--- config.mk ---
export PLATFORM = sky130hd
export DESIGN_NAME = apb4_slave_mem_flat
export DESIGN_NICKNAME = d
export VERILOG_FILES = /design/src/rtl/apb4_slave_mem_if.sv /design/src/rtl/apb4_slave_mem.sv /design/src/flat_wrapper.sv
export SDC_FILE = /design/constraint.sdc
export NUM_CORES = 1
export LEC_CHECK = 0
export ABC_AREA = 1
export BUFFER_PORTS_ARGS = -buffer_cell sky130_fd_sc_hd__buf_2
export CORE_ASPECT_RATIO = 1.1
export CORE_UTILIZATION = 35
export DETAILED_ROUTE_END_ITERATION = 12
export PLACE_DENSITY_LB_ADDON = 0.2
export REMOVE_ABC_BUFFERS = 1
export SYNTH_ARGS = -nofsm -noshare
export SYNTH_HDL_FRONTEND = slang
export SYNTH_SLANG_ARGS = --single-unit
export TNS_END_PERCENT = 100
--- constraint.sdc ---
create_clock -name PCLK -period 2.44 [get_ports PCLK]
set_input_delay 0.244 -clock PCLK [delete_from_list [all_inputs] [get_ports PCLK]]
set_output_delay 0.244 -clock PCLK [all_outputs]
set_load 0.005 [all_outputs]
--- src/rtl/apb4_slave_mem_if.sv ---
// APB4 completer bus bundle.
// master modport: drives PSEL/PENABLE/PWRITE/PADDR/PWDATA/PSTRB and receives PRDATA/PREADY/PSLVERR.
// slave modport : the mirror image, used by apb4_slave_mem.
interface apb4_slave_mem_if #(
  parameter int ADDR_WIDTH = 32,
  parameter int DATA_WIDTH = 32
);
  logic                    PSEL;
  logic                    PENABLE;
  logic                    PWRITE;
  logic [ADDR_WIDTH-1:0]   PADDR;
  logic [DATA_WIDTH-1:0]   PWDATA;
  logic [DATA_WIDTH/8-1:0] PSTRB;
  logic [DATA_WIDTH-1:0]   PRDATA;
  logic                    PREADY;
  logic                    PSLVERR;

  modport master (
    output PSEL, PENABLE, PWRITE, PADDR, PWDATA, PSTRB,
    input  PRDATA, PREADY, PSLVERR
  );

  modport slave (
    input  PSEL, PENABLE, PWRITE, PADDR, PWDATA, PSTRB,
    output PRDATA, PREADY, PSLVERR
  );
endinterface

--- src/rtl/apb4_slave_mem.sv ---
// APB4 completer backed by a word-addressed register array.
// Adds WAIT_STATES PREADY-low cycles per transfer, byte-strobed writes and PSLVERR for
// out-of-range or misaligned addresses.
// Ports:
//   PCLK    - clock, rising edge
//   PRESET  - synchronous active-high reset; clears state and the array
//   apb     - APB4 bus (slave modport of apb4_slave_mem_if)
//   ps      - current slave state: 0 IDLE, 1 SETUP (wait), 2 ACCESS
module apb4_slave_mem #(
  parameter int ADDR_WIDTH  = 32,
  parameter int DATA_WIDTH  = 32,
  parameter int DEPTH       = 16,
  parameter int WAIT_STATES = 1
) (
  input  logic                   PCLK,
  input  logic                   PRESET,
  apb4_slave_mem_if.slave        apb,
  output logic [1:0]             ps
);
  localparam int NB = DATA_WIDTH / 8;
  localparam int OB = $clog2(NB);
  localparam int IW = (DEPTH > 1) ? $clog2(DEPTH) : 1;
  localparam logic [3:0] WS = 4'(WAIT_STATES);

  typedef enum logic [1:0] {
    StIdle   = 2'd0,
    StSetup  = 2'd1,
    StAccess = 2'd2
  } state_e;

  state_e                r_state, w_state_d;
  logic [3:0]            r_cnt, w_cnt_d;
  logic                  r_write;
  logic                  r_err;
  logic [IW-1:0]         r_idx;
  logic [DATA_WIDTH-1:0] r_wdata;
  logic [NB-1:0]         r_strb;
  logic [DATA_WIDTH-1:0] r_mem [DEPTH];

  logic w_setup;
  logic w_addr_err;
  logic w_commit;

  assign w_setup    = apb.PSEL && !apb.PENABLE;
  // Out of range or not aligned to a word boundary; the mask term vanishes when NB == 1.
  assign w_addr_err = ((apb.PADDR >> OB) >= ADDR_WIDTH'(DEPTH)) ||
                      ((apb.PADDR & ADDR_WIDTH'(NB - 1)) != '0);

  always_comb begin
    w_state_d = r_state;
    w_cnt_d   = r_cnt;
    w_commit  = 1'b0;
    case (r_state)
      StIdle: begin
        if (w_setup) begin
          w_cnt_d   = WS;
          w_state_d = (WS != 4'd0) ? StSetup : StAccess;
        end
      end
      StSetup: begin
        if (!apb.PSEL) begin
          // Master abandoned the transfer: drop it without writing.
          w_state_d = StIdle;
          w_cnt_d   = '0;
        end else begin
          w_cnt_d = r_cnt - 4'd1;
          if (r_cnt <= 4'd1) w_state_d = StAccess;
        end
      end
      StAccess: begin
        w_state_d = StIdle;
        w_commit  = r_write && !r_err;
      end
      default: w_state_d = StIdle;
    endcase
  end

  always_ff @(posedge PCLK) begin
    if (PRESET) begin
      r_state <= StIdle;
      r_cnt   <= '0;
      r_write <= 1'b0;
      r_err   <= 1'b0;
      r_idx   <= '0;
      r_wdata <= '0;
      r_strb  <= '0;
      for (int i = 0; i < DEPTH; i++) r_mem[i] <= '0;
    end else begin
      r_state <= w_state_d;
      r_cnt   <= w_cnt_d;
      // Only the setup-phase sample is used; later bus changes are ignored.
      if (r_state == StIdle && w_setup) begin
        r_write <= apb.PWRITE;
        r_err   <= w_addr_err;
        r_idx   <= apb.PADDR[OB +: IW];
        r_wdata <= apb.PWDATA;
        r_strb  <= apb.PSTRB;
      end
      if (w_commit) begin
        for (int b = 0; b < NB; b++) begin
          if (r_strb[b]) r_mem[r_idx][8*b +: 8] <= r_wdata[8*b +: 8];
        end
      end
    end
  end

  assign apb.PREADY  = (r_state == StAccess);
  assign apb.PSLVERR = (r_state == StAccess) && r_err;
  assign apb.PRDATA  = (r_state == StAccess && !r_write && !r_err) ? r_mem[r_idx] : '0;
  assign ps          = r_state;

endmodule
--- src/flat_wrapper.sv ---
// flat-port wrapper written by rule: the top's interface ports become plain ports
module apb4_slave_mem_flat 
#(
  parameter int ADDR_WIDTH  = 32,
  parameter int DATA_WIDTH  = 32,
  parameter int DEPTH       = 16,
  parameter int WAIT_STATES = 1
)
  (PCLK, PRESET, ps, apb_PSEL, apb_PENABLE, apb_PWRITE, apb_PADDR, apb_PWDATA, apb_PSTRB, apb_PRDATA, apb_PREADY, apb_PSLVERR);
  apb4_slave_mem_if #(.ADDR_WIDTH(ADDR_WIDTH), .DATA_WIDTH(DATA_WIDTH)) apb_i ();
  input  logic PCLK;
  input  logic PRESET;
  output logic [1:0] ps;
  input wire logic [$bits(apb_i.PSEL)-1:0] apb_PSEL;
  input wire logic [$bits(apb_i.PENABLE)-1:0] apb_PENABLE;
  input wire logic [$bits(apb_i.PWRITE)-1:0] apb_PWRITE;
  input wire logic [$bits(apb_i.PADDR)-1:0] apb_PADDR;
  input wire logic [$bits(apb_i.PWDATA)-1:0] apb_PWDATA;
  input wire logic [$bits(apb_i.PSTRB)-1:0] apb_PSTRB;
  output wire logic [$bits(apb_i.PRDATA)-1:0] apb_PRDATA;
  output wire logic [$bits(apb_i.PREADY)-1:0] apb_PREADY;
  output wire logic [$bits(apb_i.PSLVERR)-1:0] apb_PSLVERR;
  assign apb_i.PSEL = apb_PSEL;
  assign apb_i.PENABLE = apb_PENABLE;
  assign apb_i.PWRITE = apb_PWRITE;
  assign apb_i.PADDR = apb_PADDR;
  assign apb_i.PWDATA = apb_PWDATA;
  assign apb_i.PSTRB = apb_PSTRB;
  assign apb_PRDATA = apb_i.PRDATA;
  assign apb_PREADY = apb_i.PREADY;
  assign apb_PSLVERR = apb_i.PSLVERR;
  apb4_slave_mem #(.ADDR_WIDTH(ADDR_WIDTH), .DATA_WIDTH(DATA_WIDTH), .DEPTH(DEPTH), .WAIT_STATES(WAIT_STATES)) u_core (.PCLK(PCLK), .PRESET(PRESET), .apb(apb_i), .ps(ps));
endmodule
* Yosys cells after proc, flatten, opt, wreduce, memory -nomap -nowiden
Memories as Yosys holds them, arrays and structs flattened. A register that Yosys moved wholly into a read port is not among the register bits. Cells that the tools add are included.
Word-level totals: memories 1, output and inout port bits 36, logic and storage cells 63, bits in latches 0, bits in writable memories 512, bits in read-only memories 0, register bits 48
Cells by class: reduce and logical (&&, ||, !) cells 16, $lt $le $gt $ge 2, mux-type cells 32, divide/modulo/power cells 0, shifts and indexed selects 0, bitwise operators 0, equal/unequal tests 4, add/sub/neg operators 1, multipliers 0
Memory list:
- u_core.r_mem | depth 16, width 32, read ports 1, clocked after Yosys merged registers in 1, write ports 16, RTL line apb4_slave_mem.sv:38 | logic [DATA_WIDTH-1:0] r_mem [DEPTH];
Operators with widths (count):
- two-way mux 32 bit | 2
- nonzero test 32 bit | 1
- OR reduction 32 bit | 1
- greater-or-equal comparator 30 x 5 -> 1 bit, second input constant | 1
- two-way mux 4 bit | 6
- two-way mux 1 bit | 19
- one-hot mux 4 bit (2 select lines) | 1
- logical AND 1 bit | 6
- two-way mux 2 bit | 3
- less-or-equal comparator 4 x 1 -> 1 bit, second input constant | 1
- one-hot mux 2 bit (2 select lines) | 1
- AND reduction 2 bit | 2
- subtractor 4 x 1 -> 4 bit, second input constant | 1
- logical NOT 1 bit | 3
- != test 3 x 2 -> 1 bit, second input constant | 1
- == test 2 x 1 -> 1 bit, second input constant | 1
- == test 2 bit, second input constant | 1
- logical NOT 2 bit | 1
- != test 2 x 1 -> 1 bit, second input constant | 1
- nonzero test 2 bit | 1
- logical OR 1 bit | 1

* Longest topological paths before layout
depth in word-level cells 8, depth in mapped cells 11, mapped depth without buffers 8

* Least setup slack after synthesis
No wires, ideal clock.
path type register to register, start register u_core.r_state[1] (netlist: u_core.ps[1]), end memory u_core.r_mem[0][0], enable pin, arrival time 1539 ps, stages on the path, launching flop included 8, required time 2111 ps, buffers on the path 1, period minus slack after synthesis 1868 ps, path slack 572 ps, path through dfxtp_1 > inv_2 > nor2_2 > nand3_2 > nor3_4 > buf_4 > nand2_2 > nand2_1
RTL lines:
- start, declared | RTL line apb4_slave_mem.sv:31 | state_e r_state, w_state_d;
- start signal, assigned | RTL line apb4_slave_mem.sv:80 | r_state <= StIdle;
- start signal, assigned | RTL line apb4_slave_mem.sv:89 | r_state <= w_state_d;
- end, declared | RTL line apb4_slave_mem.sv:38

==> run summary <==
VDD IR max: 0.451 mV
slew at the pin closest to its max-slew limit: 0.833 ns
Hold WC Path Type: in2reg
Placed Area: 29,100 um^2
FF-to-FF Start: u_core.r_idx[3]
Syn Inst Count: 3,126
Max Slew Vio Count: 0
register area share after synthesis: 61.2%
Post-Place Cells: 4,204
Netlist cell types: 26
CP endpoint kind: output pin
post-DP HPWL: 49.5 mm
die height: 292 um
post-synth top area share: 57.3%
min cycle time layout: 2.47 ns
CP max stage cell: dfxtp_4
Clk Latency, worst-skew pair: 0.61 ns
die width: 266 um
Reg-to-Reg End: u_core.r_mem[1][31]
final worst clock skew: 0.0102 ns
CP peak stage delay: 0.39 ns
most common cell after layout, fill and taps aside: nand2_1
Inserted Clock Buffers: 56
WL/cell: 18.6 um
most frequent cells in the layout: nand2_1 (762), nor2_1 (559), edfxtp_1 (512)
row cnt: 106
Initial Utilization: 35.3%
Setup WS post-layout: -0.0267 ns
Pwr per Cell Area: 680 nW/um^2
fin util: 42.6%
Non-Filler Instances: 4,379
CTS Sinks: 564
Filler Cells Inserted: 7,579
largest net degree at the start of global routing: 65
Reg area: 16,400 um^2
Overall Global Routing Usage: 20.8%
CP max FO: 24
maxcap violations: 0
CP most frequent cell: nand3_1
worst path arrival time: 2.22 ns
Pleak: 13.6 nW
Req. time, crit path: 2.20 ns
PortBufs: 108
layout cell share with drive strength beyond 1: 13.8%
f_max: 0.405 GHz
Clock transition at path regs: 0.06 ns
DRT Pass-1 Iters: 6
root buf cell: clkbuf_16
DRT Wirelength: 81.4 mm
fin area: 32,300 um^2
slack of the worst reg-to-reg path: 0.28 ns
Syn Std Cell Area: 26,800 um^2
first-pass GRT wire length: 121 mm
RSZ-0062 raised after global routing: yes
post-synthesis area per instance: 8.59 um^2
crit-path cells: buf_12 > inv_16 > buf_16 > nand2_1 > nand3_1 > nand3_1 > a21oi_1 > nor2_4 > buf_2
vias per cell: 4.75
crit start category: register
synth warn: 0
I/O pin count: 109
core footprint: 76,000 um^2
Die ar.: 77,800 um^2
Area Overhead vs Synth: 20.5%
CTS max path bufs: 3
kind of critical path: reg2out
FF-to-FF path depth: 6
Remaining Overflow, GRT: 0
outcome: finished with violations
Multi-input gate area: 8230 um^2
routed vias: 20,798
pre-CTS setup slack: 0.311 ns
worst rel slew slack: 44.1%
gpl congestion: 0.809
initial antenna violation count: 1
number of nets in the layout: 3,383
vias in the first global route: 19,778
# DRC: 0
part of the cycle the worst path needs: 101%
final setup vio count: 7
largest area contributor in the netlist: edfxtp_1
Yosys reg bits: 564
CTS tree: built
CP endpoint: apb_PRDATA[27]
failing checks: negative setup slack
H-tree Lvls: 2
synth top area cells: edfxtp_1 (57%), nand2_1 (11%), nor2_1 (8.3%)
antenna-violating nets left: 0
DR iter-0 viols: 1,767
Final Hold Viols: 0
cell usage after synthesis:
cell and count:
clkinv_1 32, and2_0 1, nand3_1 353, buf_2 16, edfxtp_1 512, nor2_1 591, buf_1 26, nor3_1 4
o21ai_0 44, nand3_2 1, a21oi_1 72, o221ai_1 1, inv_1 464, nor2_2 3, nor3_4 2, nand2_2 40
nor3b_1 1, o32ai_1 1, ha_1 2, dfxtp_1 52, buf_4 4, nand2_1 781, inv_2 3, nand4_1 2
clkbuf_1 117, xor2_1 1
cells by family after synthesis:
| kind of cell | Yosys count | share of synthesized area [%] |
|---|---|---|
| and+or+nand+nor | 1779 | 27.1 |
| DFF | 564 | 61.2 |
| AOI/OAI and AO/OA | 118 | 2.23 |
| xor gates and xnor gates | 1 | 0.0326 |
| buffers and inverters | 662 | 9.39 |
| adders and majority gates | 2 | 0.0932 |
registers in the layout, summed over array words and instances (netlist names), named ones only:
name and count:
u_core.r_mem 512, u_core.r_err 1, u_core.r_cnt 4, u_core.ps 2, u_core.r_wdata 32, u_core.r_strb 4
u_core.r_idx 4, u_core.r_write 1
per-stage QoR:
step	power [mW]	setup TNS [ns]	hold slack, ns
after global placement	13.3	0	0.427
after detailed placement	13.3	0	0.430
after floorplan	12.5	-627.61	0.313
final	22.0	-0.0679	0.0460
after CTS	22.1	-0.690	0.0146
after global routing	22.8	-2.96	0.0666
area by class of cell:
cell class	count	share of cell area, %
Timing Repair Buffer	284	8.36
Clock buffer	76	4.79
Inverter	499	5.86
Multi-Input combinational cell	1900	25.4
Antenna cell	1	0.00774
Sequential cell	564	50.8
Tap cell	1026	3.97
Clock inverter	26	0.685
Timing Repair inverter	3	0.112
worst min-delay path by stage:
stage	slack, ns	startpoint	end	cells after the start
3_3_place_gp	0.43	u_core.r_wdata[31]	u_core.r_wdata[31]	2
5_1_grt	0.07	apb_PSTRB[2]	u_core.r_strb[2]	3
6_report	0.05	apb_PENABLE	u_core.ps[1]	4
3_5_place_dp	0.43	u_core.r_wdata[2]	u_core.r_wdata[2]	2
4_1_cts	0.01	apb_PENABLE	u_core.ps[1]	4
2_1_floorplan	0.31	PRESET	u_core.ps[0]	1
report_power, final:
group | total (mW) | leakage (nW) | internal (mW) | switching (mW)
Sequential | 11.0 | 5.69 | 10.9 | 0.116
Combinational | 2.50 | 7.02 | 0.799 | 1.70
Clock | 8.52 | 0.873 | 4.83 | 3.69
repair_timing:
action                                 in CTS  in global routing
gates cloned                               16                  3
buffers inserted                           10                  1
hold buffers                               42                  0
endpoints found under the hold margin      37                  0
pin swaps                                  18                  8
resized for setup                         102                 22
setup endpoints to repair                  32                 32
per-layer routing:
metal / GRT usage [%] / wire length [um] / vias to the layer above
met4: 6.45 / 2350 / 0
li1: - / - / 10202
met3: 2.19 / 3730 / 145
met1: 27.9 / 35300 / 9894
met5: 0 / 0 / -
met2: 35.3 / 40000 / 557
critical path: cells and delay by family (launching register included):
family,cells,cell delay (ns)
buf+inv,4,0.62
flops,1,0.39
simple gates,4,0.31
compound gates,1,0.27
(Power assumes the default switching activity.)
